--- config.mk ---
export PLATFORM = sky130hd
export DESIGN_NAME = button_debouncer_bank
export DESIGN_NICKNAME = d
export VERILOG_FILES = /design/src/rtl/button_pkg.sv /design/src/rtl/button_channel.sv /design/src/rtl/button_debouncer_bank.sv
export SDC_FILE = /design/constraint.sdc
export NUM_CORES = 1
export LEC_CHECK = 0
export ABC_CLOCK_PERIOD_IN_PS = 2900
export BUFFER_PORTS_ARGS = -buffer_cell sky130_fd_sc_hd__buf_2
export CAP_MARGIN = 20
export CORE_MARGIN = 2
export CORE_UTILIZATION = 35
export CTS_BUF_LIST = sky130_fd_sc_hd__clkbuf_4 sky130_fd_sc_hd__clkbuf_8
export DETAILED_ROUTE_END_ITERATION = 8
export GPL_ROUTABILITY_DRIVEN = 0
export PLACE_DENSITY = 0.61
export SLEW_MARGIN = 40
export SYNTH_ARGS = -nofsm -noshare
export SYNTH_HDL_FRONTEND = slang
export SYNTH_SLANG_ARGS = --single-unit
--- constraint.sdc ---
create_clock -name clk -period 2.9 [get_ports clk]
set_clock_uncertainty 0.2 [all_clocks]
set_input_delay 0.58 -clock clk [delete_from_list [all_inputs] [get_ports clk]]
set_output_delay 0.58 -clock clk [all_outputs]
set_load 0.03 [all_outputs]
--- src/rtl/button_pkg.sv ---
// button_pkg: shared FSM state type and counter width helpers for the debouncer bank.
package button_pkg;
  typedef enum logic [1:0] {IDLE, PRESSED, HELD} btn_state_t;
  function automatic int cnt_w(input int n);
    return (n < 2) ? 1 : $clog2(n);
  endfunction
  function automatic int hold_w(input int h, input int r);
    return cnt_w((h > r) ? h : r);
  endfunction
endpackage

--- src/rtl/button_channel.sv ---
// button_channel: one button: sync, debounce, press/release pulses, hold/auto-repeat FSM.
module button_channel
  import button_pkg::*;
#(
  parameter int DEBOUNCE_CYCLES = 65536,
  parameter int ACTIVE_LOW      = 1,
  parameter bit REPEAT_EN       = 1'b1,
  parameter int HOLD_CYCLES     = 25000000,
  parameter int REPEAT_CYCLES   = 5000000
) (
  input  logic clk,
  input  logic reset,
  input  logic pb,
  output logic state,
  output logic press,
  output logic release_evt,
  output logic held,
  output logic repeat_evt
);
  localparam int DW = cnt_w(DEBOUNCE_CYCLES);
  localparam int HW = hold_w(HOLD_CYCLES, REPEAT_CYCLES);
  logic s0, s1, accept, held_n, rpt_n;
  logic [DW-1:0] dcnt;
  logic [HW-1:0] hcnt, hcnt_n;
  btn_state_t fsm, fsm_n;
  assign accept = (s1 != state) && (dcnt == DW'(DEBOUNCE_CYCLES - 1));
  always_ff @(posedge clk) begin
    if (reset) begin
      s0          <= 1'b0;
      s1          <= 1'b0;
      dcnt        <= '0;
      state       <= 1'b0;
      press       <= 1'b0;
      release_evt <= 1'b0;
      fsm         <= IDLE;
      hcnt        <= '0;
      held        <= 1'b0;
      repeat_evt  <= 1'b0;
    end else begin
      s0          <= pb ^ (ACTIVE_LOW != 0);
      s1          <= s0;
      dcnt        <= (s1 == state || accept) ? '0 : dcnt + 1'b1;
      state       <= state ^ accept;
      press       <= accept & ~state;
      release_evt <= accept & state;
      fsm         <= fsm_n;
      hcnt        <= hcnt_n;
      held        <= held_n;
      repeat_evt  <= rpt_n;
    end
  end
  // An accepted release pre-empts any repeat due in the same cycle.
  always_comb begin
    fsm_n  = fsm;
    hcnt_n = hcnt + 1'b1;
    held_n = held;
    rpt_n  = 1'b0;
    if (!REPEAT_EN) begin
      fsm_n  = IDLE;
      hcnt_n = '0;
      held_n = 1'b0;
    end else if (accept && state) begin
      fsm_n  = IDLE;
      hcnt_n = '0;
      held_n = 1'b0;
    end else if (accept) begin
      fsm_n  = PRESSED;
      hcnt_n = '0;
    end else begin
      unique case (fsm)
        IDLE: hcnt_n = '0;
        PRESSED: if (hcnt == HW'(HOLD_CYCLES - 1)) begin
          fsm_n  = HELD;
          hcnt_n = '0;
          held_n = 1'b1;
          rpt_n  = 1'b1;
        end
        HELD: if (hcnt == HW'(REPEAT_CYCLES - 1)) begin
          hcnt_n = '0;
          rpt_n  = 1'b1;
        end
        default: fsm_n = IDLE;
      endcase
    end
  end
endmodule

--- src/rtl/button_debouncer_bank.sv ---
// button_debouncer_bank: N_CH independent debounced button channels with press/release/repeat events.
module button_debouncer_bank
  import button_pkg::*;
#(
  parameter int N_CH            = 4,
  parameter int DEBOUNCE_CYCLES = 65536,
  parameter int ACTIVE_LOW      = 1,
  parameter bit REPEAT_EN       = 1'b1,
  parameter int HOLD_CYCLES     = 25000000,
  parameter int REPEAT_CYCLES   = 5000000
) (
  input  logic            clk,
  input  logic            reset,
  input  logic [N_CH-1:0] pb,
  output logic [N_CH-1:0] state,
  output logic [N_CH-1:0] press,
  output logic [N_CH-1:0] release_evt,
  output logic [N_CH-1:0] held,
  output logic [N_CH-1:0] repeat_evt
);
  for (genvar i = 0; i < N_CH; i++) begin : g_ch
    button_channel #(
      .DEBOUNCE_CYCLES(DEBOUNCE_CYCLES),
      .ACTIVE_LOW     (ACTIVE_LOW),
      .REPEAT_EN      (REPEAT_EN),
      .HOLD_CYCLES    (HOLD_CYCLES),
      .REPEAT_CYCLES  (REPEAT_CYCLES)
    ) u_ch (
      .clk        (clk),
      .reset      (reset),
      .pb         (pb[i]),
      .state      (state[i]),
      .press      (press[i]),
      .release_evt(release_evt[i]),
      .held       (held[i]),
      .repeat_evt (repeat_evt[i])
    );
  end
endmodule

Word-level counts from Yosys, hierarchy flattened:

Index checks and enable logic that the tools add are counted.

* bits in registers: 200
* input bits: 6
* logic and storage cells: 200
* output and inout bits: 20

* bitwise gates (word level): 28
* equality and inequality tests: 40
* reduce and logical (&&, ||, !) cells: 44
* mux-type cells: 36
* add/sub/neg operators: 8

Operators with widths (count)
* one-hot mux 25 bit (3 select lines): 4
* two-way mux 25 bit: 8
* adder 25 x 1 -> 25 bit (second input constant): 4
* equality test 25 x 23 -> 1 bit (second input constant): 4
* equality test 25 bit (second input constant): 4
* adder 16 x 1 -> 16 bit (second input constant): 4
* equality test 16 bit (second input constant): 4
* OR reduction 2 bit: 12
* != test 2 x 1 -> 1 bit (second input constant): 8
* inverter 1 bit: 16
* one-hot mux 2 bit (2 select lines): 4
* AND reduction 2 bit: 8
* two-way mux 1 bit: 12
* != test 3 x 1 -> 1 bit (second input constant): 4
* AND reduction 3 bit: 4
* OR reduction 3 bit: 4
* AND 1 bit: 8
* equality test 2 x 1 -> 1 bit (second input constant): 4
* equality test 2 bit (second input constant): 4
* logical AND 1 bit: 8
* zero test 2 bit: 4
* two-way mux 2 bit: 4
* one-hot mux 1 bit (2 select lines): 4
* equality test 1 bit: 4
* other kinds (3): 12

Longest topological paths before layout:

* depth after elaboration: 4
* depth in mapped cells: 7
* depth with buffers taken out: 7

By module:

A second synthesis with hierarchy kept.

* cells, all modules: 1046
* area, all modules: 9167.5 um2

Modules (own cells, without submodules)
* button_channel at g_ch[0].u_ch ...: seq. area each 1001.0 um2, cells each 263, times used 3, area each 2288.4 um2
* button_channel at g_ch[3].u_ch: seq. area each 1001.0 um2, cells each 257, times used 1, area each 2302.2 um2

Least setup slack after synthesis:

OpenSTA, ideal clock, no wires.

* kind: reg2reg
* start point: register g_ch[1].u_ch.hcnt[10]
* end point: register g_ch[1].u_ch.hcnt[10]
* cell stages (with the launch flop): 7
* setup time: 0.115 ns
* data arrival time: 2.176 ns
* clock period less this slack: 2.490 ns
* data required time: 2.585 ns
* setup slack: 0.410 ns
* cell sequence: dfxtp_1 -> or4_4 -> or4_4 -> o31a_1 -> o31ai_4 -> buf_6 -> nor2_1

* longest elaborated chain between the ends: 3

RTL lines
* start, declared: line button_channel.sv:24 `logic [HW-1:0] hcnt, hcnt_n;`
* start signal, assigned: line button_channel.sv:47 `hcnt <= hcnt_n;`
* adder 25 x 1 -> 25 bit (tied with other cells): line button_channel.sv:55 `hcnt_n = hcnt + 1'b1;`
* two-way mux 25 bit, on equally long branches: line button_channel.sv:78, button_channel.sv:72
* one-hot mux 25 bit (3 select lines) *: line button_channel.sv:70 `unique case (fsm)`

Every way passes the cells marked *; elsewhere a longest branch is shown, timed or not.
A chain may end at the register's enable or synchronous reset.

Final worst setup path:

* start point: register g_ch[1].u_ch.hcnt[10]
* end point: register g_ch[1].u_ch.held

* longest elaborated chain between the ends: 2

RTL lines
* equality test 25 bit: line button_channel.sv:72 `PRESSED: if (hcnt == HW'(HOLD_CYCLES - 1)) begin`
* AND reduction 3 bit (no line)
* end signal, assigned: line button_channel.sv:48 `held <= held_n;`
* end, declared: line button_channel.sv:17 `output logic held,`

No other way between the ends.

==> impl_metrics.csv <==
group,metric,value,unit
power,clkPwrFrac,0.374,
floorplanning,die_h,164.5,µm
timing,tightest_slew,691.0,ps
synthesis,syn-num-nets,1062,
timing,period_share,0.8978,
route,drtAntennaViolNets,0,
synthesis,synth_area,9020,µm²
clock_tree,path_clk_slew,110,ps
route,drt_first_pass_iters,5,
worst_setup_path,critPathMostFrequentCell,"or4_4",
clock_tree,cts_buffer_depth,2,
cells_and_area,layout.nets,1072,
clock_tree,cts.sinks,200,
worst_setup_path,startpoint_type,"register",
power,powerDensity,476.4,nW/µm²
route,drt-total-wl,16800,µm
floorplanning,std_cell_rows,58,
timing,fmax,0.3841,GHz
job,cap_violations,0,
cells_and_area,syn2layout_area_growth,8.392,%
power,power.switching,1.133,mW
power,pwr-share-seq,0.597,
timing,max-slew-margin-rel,0.5351,
worst_setup_path,worstSetupPathType,"reg -> reg",
timing,hold_viol_final,0,
power,p_leak,3.157,nW
worst_setup_path,r2r_start,"g_ch[1].u_ch.hcnt[10]",
floorplanning,ios,26,
power,switching_share,0.2433,
worst_setup_path,r2r_cells,5,
synthesis,synth_edf_count,0,
synthesis,ys_types,54,
floorplanning,die_width,164.5,µm
floorplanning,fp.coreArea,25250,µm²
synthesis,synth.area.top_cells,"dfxtp_1, nor2_1, xor2_1",
route,via_per_inst,4.859,
worst_setup_path,cpPeakStageDelay,550,ps
clock_tree,cts.htree.levels,4,
timing,final_max_slew_viol_count,0,
clock_tree,cts_tree,"built",
floorplanning,dieArea,27070,µm²
clock_tree,clkLatencyLatePin,450,ps
synthesis,synth_seq_cells,200,
route,drtIter0Drc,471,
timing,setup-tns-final,0,ps
synthesis,yosysWarningCount,0,
cells_and_area,layout-drive-gt1-share,0.07773,
route,avgRoutedWirePerCell,12.13,µm
status,status,"finished, final reports clean",
cells_and_area,largest_register_ffs,100,
worst_setup_path,crit_slowest_cell,"nor4b_1",
synthesis,yosysTopAreaCellShare,0.4439,
route,via_count,6730,
cells_and_area,fill_cells,2598,
cells_and_area,reg_top3,"g_ch.u_ch.hcnt x100, g_ch.u_ch.dcnt x64, g_ch.u_ch.fsm x8",
synthesis,syn_area_per_cell,8.740,µm²
place,place.port_buffers,25,
global_routing,antenna_found_initial,0,
power,pwr-share-comb,0.029,
worst_setup_path,crit_chain,"or4_4, or4_4, nor4b_1, o211a_1, o221a_2",
clock_tree,holdBufCountCts,0,
clock_tree,cts-resized-gates,0,
route,drcViolationCount,0,
synthesis,synth-main-ff-cell,"dfxtp_1",
worst_setup_path,required,3100,ps
timing,rsz0062_at_grt,"false",
worst_hold_path,hold_end,"g_ch[3].u_ch.s0",
power,intPower,3.524,mW
worst_hold_path,hold_depth,2,
worst_setup_path,crit_fanout,3,
global_routing,grt_pass1_vias,6266,
timing,fin_crit,2604,ps
worst_setup_path,crit_path_end_kind,"register",
power,power,4.658,mW
global_routing,grt_usage,0.1327,
synthesis,async_flop_share,0,
worst_setup_path,cp-startpoint,"g_ch[1].u_ch.hcnt[10]",
worst_hold_path,min_path_type,"in -> reg",
place,dp_hpwl,11810,µm
global_routing,grt_max_degree,26,
timing,setup_viol,0,
worst_setup_path,cp.arrival,2800,ps
worst_setup_path,r2r_end,"g_ch[1].u_ch.held",
power,peakVddDrop,0.0002774,V
global_routing,grt_overflow_total,0,
synthesis,synth_seq_area_share,0.4439,
global_routing,grt_pass1_wl,29770,µm
synthesis,synth.largest_area_cell,"dfxtp_1",
clock_tree,ctsRootBufferMaster,"clkbuf_8",
synthesis,synth_cells,1032,
worst_setup_path,regToRegSetupSlack,300,ps
floorplanning,initial_core_util,0.3572,
clock_tree,cts-buffers-inserted,17,
worst_hold_path,hold_start,"pb[3]",
cells_and_area,diodes,0,
cells_and_area,top_register,"g_ch.u_ch.hcnt",
clock_tree,cts_setup_buffers,0,
## area by class of cell
| cell class | count | area [µm²] | share of cell area |
|---|---|---|---|
| timing repair buffer | 36 | 220.2 | 0.02252 |
| multi-input combinational | 757 | 4647 | 0.4753 |
| sequential | 200 | 4004 | 0.4095 |
| clock buffer | 18 | 241.5 | 0.02470 |
| tap | 330 | 412.9 | 0.04223 |
| inverter | 30 | 112.6 | 0.01152 |
| clock inverter | 14 | 138.9 | 0.01421 |
## cells in the final DEF (no fill, tap or decap), drive strengths merged, types with 24 or more instances in the layout
cell type  netlist  layout
and3            28      28
buf             25      36
dfxtp          200     200
ha              24      24
inv             29      36
nand2           60      60
nand3           64      64
nand4           52      52
nor2           215     215
nor3            30      30
xnor2           67      67
xor2            85      85
## per-stage QoR
stage	instances	hold slack [ps]	area, µm²	setup WS, ps	util
after floorplan	1032	212.9	9020	409.7	-
after global placement	1353	216.8	9397	394.8	0.3721
after detailed placement	1353	223.9	9397	352.8	0.3721
after CTS	1385	18.47	9777	317.1	0.3871
after global routing	1385	11.98	9777	163.2	0.3871
final	1385	56.27	9777	296.4	0.3871
## power groups by stage
stage                     Sequential, mW  Clock [mW]  Combinational (mW)
final                               2.78        1.74               0.135
after global routing                2.78        1.94               0.156
after CTS                           2.78        1.82               0.138
after detailed placement            2.84           0               0.138
after global placement              2.84           0               0.136
after floorplan                     2.84           0               0.102
## metal layers
| metal | track usage | routed length (µm) | part of all wire |
|---|---|---|---|
| met1 | 0.1822 | 8480 | 0.50 |
| met2 | 0.2119 | 7713 | 0.46 |
| met3 | 0.02587 | 481 | 0.029 |
| met4 | 0.03794 | 123 | 0.0073 |
| met5 | 0 | 0 | 0 |
## synthesized netlist by cell type (2+ instances only)
| master | number |
|---|---|
| xor2_1 | 85 |
| nor2_1 | 215 |
| and3_1 | 28 |
| a31oi_1 | 2 |
| nor3_1 | 30 |
| and4b_1 | 2 |
| a22o_1 | 2 |
| buf_4 | 20 |
| nand4b_1 | 2 |
| and4_1 | 19 |
| o31a_1 | 5 |
| and2_1 | 4 |
| inv_1 | 29 |
| nor4bb_1 | 3 |
| or4_4 | 2 |
| o21ai_0 | 6 |
| buf_2 | 2 |
| nand3_1 | 64 |
| nand4_1 | 52 |
| o31ai_1 | 4 |
| o22ai_1 | 4 |
| o211a_1 | 2 |
| xnor2_1 | 67 |
| a41oi_1 | 3 |
| nand2_1 | 60 |
| or2_2 | 6 |
| clkbuf_1 | 20 |
| nor2b_1 | 5 |
| or4_1 | 7 |
| dfxtp_1 | 200 |
| nor4_1 | 19 |
| o311ai_0 | 2 |
| nand2b_1 | 2 |
| buf_6 | 2 |
| ha_1 | 24 |
| nand3b_1 | 2 |
| nor3b_1 | 3 |
| a21oi_1 | 9 |
| o221a_2 | 3 |
| or3_1 | 2 |
## critical path: cells and delay by family, from the launching register on
| family | cells | cell delay (ps) |
|---|---|---|
| DFF | 1 | 350 |
| and+or+nand+nor | 3 | 1590 |
| AOI/OAI and AO/OA | 2 | 430 |
## worst max path at each step
| stage | end | slack [ps] | cells past startpoint |
|---|---|---|---|
| after floorplan | g_ch[1].u_ch.hcnt[10] | 410 | 6 |
| after global placement | g_ch[1].u_ch.held | 390 | 5 |
| after detailed placement | g_ch[1].u_ch.held | 350 | 5 |
| after CTS | g_ch[1].u_ch.held | 320 | 5 |
| after global routing | g_ch[1].u_ch.held | 160 | 6 |
| final | g_ch[1].u_ch.held | 300 | 5 |
## cell families (layout without fill, tap and decap cells)
| group | Yosys count | after routing | share of synthesized area |
|---|---|---|---|
| adders and majority gates | 24 | 24 | 0.03329 |
| AOI/OAI and AO/OA | 49 | 49 | 0.04162 |
| DFF | 200 | 200 | 0.4439 |
| xor gates and xnor gates | 152 | 152 | 0.1476 |
| buffers and inverters | 75 | 98 | 0.04147 |
| muxes | 1 | 1 | 0.001110 |
| and+or+nand+nor | 531 | 531 | 0.2910 |
No activity file was read; power rests on OpenSTA's default activity.
